<file path="src/rtl/ball_pkg.sv">
// Shared constants and types for the ball motion controller and its matcher.
package ball_pkg;

  localparam int unsigned COORD_W = 10;
  typedef logic [COORD_W-1:0] coord_t;

  // Row Y coordinates; the row stop matcher uses the same values.
  localparam coord_t ROW1 = 10'd110;
  localparam coord_t ROW2 = 10'd180;
  localparam coord_t ROW3 = 10'd250;
  localparam coord_t ROW4 = 10'd320;
  localparam coord_t ROW5 = 10'd390;

  localparam coord_t START_X = 10'd320;
  localparam coord_t START_Y = 10'd0;
  localparam coord_t FLOOR_Y = 10'd460;
  localparam coord_t STEP_Y  = 10'd2;
  localparam coord_t STEP_X  = 10'd1;
  localparam coord_t X_MAX   = 10'd639;

  // Clocks spent at a row before stopX is trusted (matcher latency 1 + margin).
  localparam int unsigned SETTLE_CYC = 2;
  localparam int unsigned SETTLE_W   = 2;
  typedef logic [SETTLE_W-1:0] settle_t;
  localparam settle_t SETTLE_LAST = settle_t'(SETTLE_CYC - 1);

  localparam logic [2:0] ROWS_MAX = 3'd5;

  typedef enum logic [2:0] {
    ST_IDLE,
    ST_FALL,
    ST_SETTLE,
    ST_ROLL,
    ST_DONE
  } state_t;

  // True when an 11-bit candidate Y lands exactly on one of the rows.
  function automatic logic is_row(input logic [COORD_W:0] y);
    return (y == {1'b0, ROW1}) || (y == {1'b0, ROW2}) || (y == {1'b0, ROW3}) ||
           (y == {1'b0, ROW4}) || (y == {1'b0, ROW5});
  endfunction

endpackage

</file>
<file path="src/rtl/ball_step.sv">
// One horizontal roll step: move toward the target by STEP_X, snapping when closer.
module ball_step
  import ball_pkg::*;
(
  input  logic [COORD_W-1:0] i_ball_x,
  input  logic [COORD_W-1:0] i_target,
  output logic [COORD_W-1:0] o_next_x
);

  logic [COORD_W-1:0] w_diff;

  // Direction and distance to target decide a full step or a snap.
  // NOTE: every branch assigns both outputs so no latch is inferred.
  always_comb begin
    if (i_ball_x < i_target) begin
      w_diff   = i_target - i_ball_x;
      o_next_x = (w_diff < STEP_X) ? i_target : i_ball_x + STEP_X;
    end else begin
      w_diff   = i_ball_x - i_target;
      o_next_x = (w_diff < STEP_X) ? i_target : i_ball_x - STEP_X;
    end
  end

endmodule

</file>
<file path="src/rtl/ball_motion_ctrl.sv">
// Per-frame ball motion controller: fall, settle at each row, roll to stopX, repeat to floor.
module ball_motion_ctrl
  import ball_pkg::*;
(
  input  logic               MAX10_CLK1_50,
  input  logic               Reset_n,
  input  logic               frame_tick,
  input  logic               start,
  input  logic [COORD_W-1:0] stopX,
  output logic [COORD_W-1:0] BallX,
  output logic [COORD_W-1:0] BallY,
  output logic [2:0]         rows_passed,
  output logic               busy,
  output logic               done
);

  state_t             r_state;
  coord_t             r_stop_x_q;
  settle_t            r_settle_cnt;

  logic [COORD_W:0]   w_ny;
  coord_t             w_next_x;
  coord_t             w_stop_clamped;
  logic [2:0]         w_rows_inc;

  // Extra bit keeps the floor compare honest near the top of the range.
  assign w_ny           = {1'b0, BallY} + {1'b0, STEP_Y};
  assign w_stop_clamped = (stopX > X_MAX) ? X_MAX : stopX;
  assign w_rows_inc     = (rows_passed == ROWS_MAX) ? ROWS_MAX : rows_passed + 3'd1;

  ball_step u_step (
    .i_ball_x (BallX),
    .i_target (r_stop_x_q),
    .o_next_x (w_next_x)
  );

  // Motion FSM with all outputs registered alongside the state.
  // NOTE: sequential state uses non-blocking assignments so every register sees pre-edge values.
  always_ff @(posedge MAX10_CLK1_50 or negedge Reset_n) begin
    if (!Reset_n) begin
      r_state      <= ST_IDLE;
      BallX        <= START_X;
      BallY        <= START_Y;
      rows_passed  <= '0;
      busy         <= 1'b0;
      done         <= 1'b0;
      r_stop_x_q   <= '0;
      r_settle_cnt <= '0;
    end else begin
      case (r_state)
        ST_IDLE, ST_DONE: begin
          if (start) begin
            BallX       <= START_X;
            BallY       <= START_Y;
            rows_passed <= '0;
            r_state     <= ST_FALL;
            busy        <= 1'b1;
            done        <= 1'b0;
          end
        end

        ST_FALL: begin
          if (frame_tick) begin
            if (w_ny >= {1'b0, FLOOR_Y}) begin
              BallY   <= FLOOR_Y;
              r_state <= ST_DONE;
              busy    <= 1'b0;
              done    <= 1'b1;
            end else begin
              BallY <= w_ny[COORD_W-1:0];
              if (is_row(w_ny)) begin
                r_settle_cnt <= '0;
                r_state      <= ST_SETTLE;
              end
            end
          end
        end

        ST_SETTLE: begin
          if (r_settle_cnt == SETTLE_LAST) begin
            r_stop_x_q <= w_stop_clamped;
            r_state    <= ST_ROLL;
          end else begin
            r_settle_cnt <= r_settle_cnt + settle_t'(1);
          end
        end

        ST_ROLL: begin
          if (frame_tick) begin
            if (BallX == r_stop_x_q) begin
              // Leave the row on this tick so the same row cannot re-trigger.
              rows_passed <= w_rows_inc;
              BallY       <= BallY + STEP_Y;
              r_state     <= ST_FALL;
            end else begin
              BallX <= w_next_x;
            end
          end
        end

        default: begin
          r_state <= ST_IDLE;
          busy    <= 1'b0;
          done    <= 1'b0;
        end
      endcase
    end
  end

endmodule

</file>
<file path="config.mk">
export PLATFORM = sky130hd
export DESIGN_NAME = ball_motion_ctrl
export DESIGN_NICKNAME = d
export VERILOG_FILES = /design/src/rtl/ball_pkg.sv /design/src/rtl/ball_step.sv /design/src/rtl/ball_motion_ctrl.sv
export SDC_FILE = /design/constraint.sdc
export NUM_CORES = 1
export LEC_CHECK = 0
export CORE_AREA = 2 2 103 105
export DETAILED_ROUTE_END_ITERATION = 16
export DIE_AREA = 0 0 105 107
export PLACE_DENSITY = 0.66
export SETUP_SLACK_MARGIN = 0.3
export SLEW_MARGIN = 20
export SYNTH_ARGS = -nofsm -noshare
export SYNTH_HDL_FRONTEND = slang
export SYNTH_HIERARCHICAL = 1
export SYNTH_SLANG_ARGS = --single-unit
</file>
<file path="constraint.sdc">
create_clock -name MAX10_CLK1_50 -period 4.2 [get_ports MAX10_CLK1_50]
set_input_delay 0.84 -clock MAX10_CLK1_50 [delete_from_list [all_inputs] [get_ports MAX10_CLK1_50]]
set_output_delay 0.84 -clock MAX10_CLK1_50 [all_outputs]
set_load 0.005 [all_outputs]
</file>
==> metrics.txt, run 1 <==
# TYPE chip_impl_metric gauge
chip_impl_info{name="status",value="finished, final reports clean"} 1
chip_impl_metric{name="ys.warnings.count",unit=""} 6
chip_impl_metric{name="asyncSetResetFlopFracSynth",unit=""} 1.00
chip_impl_metric{name="drt-pass1-iter-count",unit=""} 5
chip_impl_metric{name="hold_ws",unit="ns"} 0.485
chip_impl_metric{name="synth.yosys.seq_area_share",unit=""} 0.248
chip_impl_metric{name="die_height",unit="um"} 107
chip_impl_metric{name="timing.final.setup_violations",unit=""} 0
chip_impl_metric{name="finalHoldViolCount",unit=""} 0
chip_impl_metric{name="coreArea",unit="um2"} 10100
chip_impl_metric{name="syn-instance-count",unit=""} 521
chip_impl_info{name="r2r-start",value="BallX[5]"} 1
chip_impl_info{name="end_kind",value="flop"} 1
chip_impl_metric{name="detail_route.wirelength",unit="um"} 11100
chip_impl_metric{name="postSynthAreaPerCell",unit="um2"} 7.59
chip_impl_metric{name="cell_internal_pwr",unit="W"} 0.000772
chip_impl_metric{name="worstRegToRegCells",unit=""} 12
chip_impl_metric{name="via_count",unit=""} 4001
chip_impl_metric{name="postRouteAntennaNets",unit=""} 0
chip_impl_metric{name="power_per_cell_area",unit="nW/um2"} 265
chip_impl_info{name="ys_top_cells_by_area",value="dfrtp_1, ha_1, nand2_1, nor2_1, o21ai_0"} 1
chip_impl_metric{name="worst-r2r-setup-slack",unit="ns"} 0.64
chip_impl_metric{name="required",unit="ns"} 4.41
chip_impl_info{name="startpoint_type",value="flop"} 1
chip_impl_metric{name="antenna-diode-count",unit=""} 0
chip_impl_metric{name="area_delta_synth_final",unit="%"} 14.6
chip_impl_metric{name="cts.repair.resized",unit=""} 0
chip_impl_metric{name="postCtsHoldBufs",unit=""} 0
chip_impl_metric{name="timing.critical_path.fanout_max",unit=""} 13
chip_impl_info{name="hold-path-endpoint",value="busy"} 1
chip_impl_metric{name="global_route.usage.met1",unit=""} 0.254
chip_impl_metric{name="share_seq_of_total_power",unit=""} 0.432
chip_impl_info{name="cts_tree",value="done"} 1
chip_impl_metric{name="design.die.area",unit="um2"} 11200
chip_impl_metric{name="die_w",unit="um"} 105
chip_impl_metric{name="cts_num_sinks",unit=""} 39
chip_impl_metric{name="synth_seq_cells",unit=""} 39
chip_impl_metric{name="grt_pass1_wl",unit="um"} 18700
chip_impl_metric{name="total_count_of_max_transition_violations_in_the_final_report",unit=""} 0
chip_impl_metric{name="final_nets",unit=""} 586
chip_impl_metric{name="cts.htree.levels",unit=""} 2
chip_impl_metric{name="achievable-frequency",unit="MHz"} 281
chip_impl_metric{name="finalClockSkew",unit="ns"} 0.0148
chip_impl_metric{name="insertion_delay",unit="ns"} 0.29
chip_impl_metric{name="cts-buffers-inserted",unit=""} 5
chip_impl_metric{name="post_drt_via_cell_ratio",unit=""} 5.85
chip_impl_info{name="rsz0062_at_grt",value="false"} 1
chip_impl_metric{name="post_route_cells_drive_above_1_share",unit=""} 0.0839
chip_impl_metric{name="timing.critical_path.arrival",unit="ns"} 3.76
chip_impl_metric{name="placement_rows",unit=""} 37
chip_impl_metric{name="route.detailed.drc",unit=""} 0
chip_impl_metric{name="start_util",unit=""} 0.392
chip_impl_metric{name="avgRoutedWirePerCell",unit="um"} 16.2
chip_impl_metric{name="grt.met2_usage",unit=""} 0.346
chip_impl_metric{name="power.net_switching",unit="W"} 0.000427
chip_impl_metric{name="maxCapViolCount",unit=""} 0
chip_impl_metric{name="antenna_violations_before_repair",unit=""} 0
chip_impl_metric{name="clkPwrFrac",unit=""} 0.254
chip_impl_info{name="clk_root_buffer_cell",value="clkbuf_8"} 1
chip_impl_metric{name="grt_max_degree",unit=""} 40
chip_impl_info{name="path_class",value="flop to flop"} 1
chip_impl_metric{name="first_iter_violations",unit=""} 274
chip_impl_metric{name="gp_congestion",unit=""} 0.958
chip_impl_metric{name="portBuffers",unit=""} 37
chip_impl_metric{name="worst_pin_slew",unit="ns"} 0.899
chip_impl_info{name="hp_class",value="flop to flop"} 1
chip_impl_metric{name="depth_of_the_worst_hold_timing_path",unit=""} 1
chip_impl_info{name="top_usage_layer",value="met2"} 1
chip_impl_metric{name="gr-usage-all-layers",unit=""} 0.201
chip_impl_metric{name="syn-num-nets",unit=""} 559
chip_impl_info{name="crit-reg2reg-capture",value="BallX[1]"} 1
chip_impl_metric{name="clock_tree.buffer_depth",unit=""} 2
chip_impl_metric{name="synth.cell_area",unit="um2"} 3950
chip_impl_metric{name="design.portCount",unit=""} 39
chip_impl_metric{name="path_clk_slew",unit="ns"} 0.08
chip_impl_metric{name="grt_util_met3",unit=""} 0.0267
chip_impl_metric{name="globalRoute.totalOverflow",unit=""} 0
chip_impl_metric{name="tns",unit="ns"} 0
chip_impl_metric{name="comb_power_share",unit=""} 0.314
chip_impl_metric{name="dp_hpwl",unit="um"} 8380
chip_impl_metric{name="post_cts_setup_repair_buffer_count",unit=""} 0
chip_impl_metric{name="period_share",unit=""} 0.847
chip_impl_metric{name="power_leakage",unit="nW"} 1.94
chip_impl_metric{name="power.switching_fraction",unit=""} 0.356
chip_impl_metric{name="final_period_minus_worst_setup_slack",unit="ns"} 3.56
chip_impl_metric{name="worst_slew_margin_rel",unit=""} 0.401
chip_impl_metric{name="yosys.cell_types.count",unit=""} 75
chip_impl_metric{name="netlist.area_leader.share",unit=""} 0.234
chip_impl_info{name="timing.hold.worst.start",value="busy"} 1
chip_impl_info{name="netlist.top_cell.by_area",value="dfrtp_1"} 1
chip_impl_info{name="synth_top_flop_cell",value="dfrtp_1"} 1
chip_impl_metric{name="number_of_flops_mapped_to_enable_cells_by_yosys",unit=""} 0
chip_impl_metric{name="max-vdd-ir-drop",unit="mV"} 0.137
chip_impl_metric{name="first_global_vias",unit=""} 3829
==> worst max-delay path by stage <==
stage                     cells past startpoint  startpoint       end
after floorplan                              13    BallX[6]  BallX[3]
after global placement                       12    BallX[5]  BallX[3]
after detailed placement                     12    BallX[5]  BallX[8]
after CTS                                    12    BallX[5]  BallX[8]
after global routing                         12    BallX[5]  BallX[1]
final                                        12    BallX[5]  BallX[1]
==> cell usage in the layout, fill, tap and decap left out, types with 12 or more instances in the layout <==
cell,n
a21oi_1,29
clkdlybuf4s50_1,36
dfrtp_1,37
ha_1,23
inv_1,37
nand2_1,59
nand3_1,12
nor2_1,54
nor3_1,17
o21ai_0,33
o21ai_1,14
xor2_1,16
==> flip-flops by register name, indices dropped and copies added, names as in the netlist <==
register / cells
rows_passed: 3
busy: 1
r_settle_cnt: 2
done: 1
BallY: 9
BallX: 10
r_state: 3
r_stop_x_q: 10
==> cell families after synthesis <==
logic type / share of synthesized area
flip-flops: 0.248
multiplexers: 0.0120
other: 0.000949
AO/OA/AOI/OAI: 0.278
XOR/XNOR: 0.0443
adder cells (fa/ha/maj): 0.0779
buffers and inverters: 0.0636
AND/OR/NAND/NOR: 0.276
==> critical path, cell delays in order (launching register included) <==
cell       delay (ns)
dfrtp_1          0.57
inv_1            0.15
ha_1             0.50
or3b_2           0.27
o2111ai_1        0.09
or4_1            0.61
a2111oi_4        0.36
a31oi_4          0.18
inv_2            0.18
nand2_1          0.07
a31oi_1          0.25
nand2_1          0.09
o21ai_0          0.15
==> synthesized netlist by cell type, drive strengths merged, types with 7 or more instances <==
library cell  instances
a21oi                32
clkbuf               14
a21o                  8
ha                   23
xor2                 16
nor4                  7
a211oi                9
nor3                 18
nand2                59
o21ai                47
nor2b                10
nor2                 54
nand3                13
inv                  38
dfrtp                37
and3                  9
or2                   9
a31oi                11
buf                   9
==> power groups by stage <==
stage	Combinational, W	Clock, W	Sequential (W)
5_1_grt	0.000416	0.000329	0.000530
2_1_floorplan	0.000278	0	0.000473
3_3_place_gp	0.000366	0	0.000522
4_1_cts	0.000374	0.000314	0.000517
6_report	0.000377	0.000305	0.000518
3_5_place_dp	0.000371	0	0.000524
==> final cells by class <==
class / instances / area [um2]
Tap cell: 136 / 170
Timing Repair Buffer: 43 / 410
Fill cell: 1055 / 5560
Clock buffer: 5 / 68.8
Sequential cell: 39 / 978
Clock inverter: 2 / 37.5
Inverter: 38 / 143
Multi-Input combinational cell: 421 / 2720
==> through the flow <==
stage | utilization | instance area, um2 | total power [W] | std cells | setup slack (ns)
global route | 0.449 | 4530 | 0.00128 | 684 | 0.426
finish | 0.449 | 4530 | 0.00120 | 684 | 0.642
global placement | 0.438 | 4420 | 0.000887 | 677 | 0.795
CTS | 0.449 | 4530 | 0.00120 | 684 | 0.707
detailed placement | 0.438 | 4420 | 0.000895 | 677 | 0.730
floorplan | - | 3950 | 0.000751 | 521 | 1.14
==> metal layers <==
layer  share of wire  vias up
met4           0.030        0
met3           0.065       28
met5               0        -
li1                -     1925
met1            0.42     1878
met2            0.48      170
Note: power is estimated with default switching activity, not from simulation.
==> inputs of run 2 (changes only) <==
- clock period: 4.2 -> 3.7 ns (I/O delays scaled with it)
==> run 2 against run 1 <==
Clock power up 28%. Critical endpoint is now BallX[5]. Flip-flop and latch count unchanged. Largest cell class unchanged. First-iteration DRC count down 18%. Worst hold slack better by 0.0014 ns. Final cell count up 1.0%. Clock skew down 0.0045 ns.
==> metrics.txt, run 2 (synthesis gave the netlist of run 1 again) <==
# TYPE chip_impl_metric gauge
chip_impl_info{name="status",value="finished, final reports clean"} 1
chip_impl_metric{name="postRouteAntennaNets",unit=""} 0
chip_impl_metric{name="timing.critical_path.arrival",unit="ns"} 3.46
chip_impl_metric{name="num-fill-cells",unit=""} 1058
chip_impl_metric{name="tns",unit="ns"} 0
chip_impl_metric{name="via_count",unit=""} 4030
chip_impl_metric{name="post_route_cells_drive_above_1_share",unit=""} 0.106
chip_impl_info{name="path_class",value="flop to flop"} 1
chip_impl_info{name="most_used_cells_in_the_layout_excluding_fill_and_tap_cells",value="nand2_1, nor2_1, dfrtp_1, inv_1, clkdlybuf4s50_1"} 1
chip_impl_metric{name="coreArea",unit="um2"} 10100
chip_impl_info{name="startpoint_type",value="flop"} 1
chip_impl_metric{name="avgRoutedWirePerCell",unit="um"} 16.3
chip_impl_info{name="r2r-start",value="BallX[1]"} 1
chip_impl_metric{name="design.portCount",unit=""} 39
chip_impl_metric{name="globalRoute.totalOverflow",unit=""} 0
chip_impl_metric{name="worst_pin_slew",unit="ns"} 0.890
chip_impl_info{name="setup_crit_start",value="BallX[1]"} 1
chip_impl_metric{name="cts_num_sinks",unit=""} 39
chip_impl_metric{name="seqCellArea",unit="um2"} 980
chip_impl_metric{name="max-vdd-ir-drop",unit="mV"} 0.202
chip_impl_metric{name="post-route-worst-setup-slack",unit="ns"} 0.455
chip_impl_metric{name="dp_worst_setup_slack",unit="ns"} 0.229
chip_impl_metric{name="achievable-frequency",unit="MHz"} 308
chip_impl_metric{name="clock_tree.buffer_depth",unit=""} 2
chip_impl_metric{name="max_stage_delay",unit="ns"} 0.47
chip_impl_metric{name="period_share",unit=""} 0.877
chip_impl_metric{name="path_clk_slew",unit="ns"} 0.09
chip_impl_metric{name="die_w",unit="um"} 105
chip_impl_metric{name="required",unit="ns"} 3.92
chip_impl_metric{name="critPathBufInv",unit=""} 2
chip_impl_metric{name="first_global_vias",unit=""} 3880
chip_impl_info{name="timing.hold.worst.start",value="r_settle_cnt[0]"} 1
chip_impl_metric{name="design.die.area",unit="um2"} 11200
chip_impl_metric{name="gr-usage-all-layers",unit=""} 0.200
chip_impl_metric{name="fin_area",unit="um2"} 4610
chip_impl_metric{name="drt-pass1-iter-count",unit=""} 5
chip_impl_info{name="cts_tree",value="done"} 1
chip_impl_metric{name="grt_max_degree",unit=""} 40
chip_impl_info{name="cell_chain_of_the_critical_path",value="buf_4 -> ha_1 -> or2_4 -> o221a_4 -> a311o_4 -> a2111oi_4 -> a31oi_4 -> inv_2 -> a21oi_1 -> nor3_1 -> nand2_1 -> o21ai_0"} 1
chip_impl_metric{name="placement_rows",unit=""} 37
chip_impl_metric{name="die_height",unit="um"} 107
chip_impl_metric{name="final_period_minus_worst_setup_slack",unit="ns"} 3.24
chip_impl_metric{name="timing.final.setup_violations",unit=""} 0
chip_impl_metric{name="insertion_delay",unit="ns"} 0.30
chip_impl_metric{name="detail_route.wirelength",unit="um"} 11200
chip_impl_metric{name="final_nets",unit=""} 592
chip_impl_metric{name="start_util",unit=""} 0.392
chip_impl_metric{name="power_leakage",unit="nW"} 1.98
chip_impl_metric{name="grt_pass1_wl",unit="um"} 18600
chip_impl_metric{name="first_iter_violations",unit=""} 224
chip_impl_metric{name="power_per_cell_area",unit="nW/um2"} 307
chip_impl_metric{name="portBuffers",unit=""} 37
chip_impl_metric{name="antenna_violations_before_repair",unit=""} 0
chip_impl_metric{name="multiInputGateArea",unit="um2"} 2740
chip_impl_info{name="biggestRegsByFlops",value="BallX: 10 flops, r_stop_x_q: 10 flops, BallY: 9 flops"} 1
chip_impl_info{name="end_kind",value="flop"} 1
chip_impl_metric{name="worst_slew_margin_rel",unit=""} 0.407
chip_impl_metric{name="worst-r2r-setup-slack",unit="ns"} 0.46
chip_impl_metric{name="placed_area",unit="um2"} 4450
chip_impl_metric{name="cts-buffers-inserted",unit=""} 5
chip_impl_metric{name="finalClockSkew",unit="ns"} 0.0103
chip_impl_metric{name="area_delta_synth_final",unit="%"} 16.7
chip_impl_metric{name="finalHoldViolCount",unit=""} 0
chip_impl_metric{name="antenna-diode-count",unit=""} 0
chip_impl_info{name="hp_class",value="flop to flop"} 1
chip_impl_info{name="layout.cells.most_common",value="nand2_1"} 1
chip_impl_metric{name="postCtsHoldBufs",unit=""} 0
chip_impl_info{name="critical-path-top-delay-family",value="compound AO/OA/AOI/OAI gates"} 1
chip_impl_info{name="clk_root_buffer_cell",value="clkbuf_8"} 1
chip_impl_info{name="rsz0062_at_grt",value="false"} 1
chip_impl_metric{name="timing.critical_path.fanout_max",unit=""} 8
chip_impl_info{name="critPathSlowestCell",value="dfrtp_1"} 1
chip_impl_metric{name="fin_util",unit=""} 0.457
chip_impl_metric{name="total_count_of_max_transition_violations_in_the_final_report",unit=""} 0
chip_impl_metric{name="dp_hpwl",unit="um"} 8410
chip_impl_metric{name="route.detailed.drc",unit=""} 0
chip_impl_metric{name="gp_congestion",unit=""} 1.02
chip_impl_metric{name="cts.htree.levels",unit=""} 2
chip_impl_metric{name="post_drt_via_cell_ratio",unit=""} 5.83
chip_impl_metric{name="maxCapViolCount",unit=""} 0
run 2: metrics by stage:
| stage | hold WS, ns | power, W | std cells |
|---|---|---|---|
| floorplan | 0.444 | 0.000853 | 521 |
| global route | 0.519 | 0.00149 | 691 |
| finish | 0.486 | 0.00142 | 691 |
| global placement | 0.460 | 0.00100 | 681 |
| CTS | 0.494 | 0.00141 | 689 |
| detailed placement | 0.473 | 0.00101 | 681 |
run 2: layout make-up:
type,instances,area share
timing repair buffer,49,0.0988
tap,136,0.0369
clock buffer,6,0.0179
multi-input combinational,421,0.595
inverter,38,0.0309
clock inverter,2,0.00841
sequential,39,0.212
run 2: worst paths after layout:
check / depth (start not counted) / to
worst max-delay path: 12 / BallX[5]
worst max register to register: 12 / BallX[5]
min in group asynchronous: 1 / r_state[1]
worst min-delay path: 1 / r_settle_cnt[0]
worst min register to register: 1 / r_settle_cnt[0]
max in group asynchronous: 1 / BallX[5]
run 2: what timing repair did:
action                     CTS  global route
pin swaps                    0             1
setup buffers                0             2
setup endpoints to repair    6             8
hold endpoints to repair     0             0
gates resized for setup      2             5
run 2: routing by layer:
| metal | GRT usage | share of wire | up-vias |
|---|---|---|---|
| met5 | 0 | 0 | - |
| met4 | 0.0705 | 0.023 | 0 |
| met3 | 0.0237 | 0.062 | 30 |
| met2 | 0.354 | 0.49 | 183 |
| met1 | 0.252 | 0.42 | 1882 |
| li1 | - | - | 1935 |
run 2: power breakdown:
group	internal, W	total (W)	switching [W]
registers	0.000470	0.000581	0.000112
clock network	0.000222	0.000390	0.000168
logic	0.000221	0.000447	0.000226
total	0.000913	0.00142	0.000505
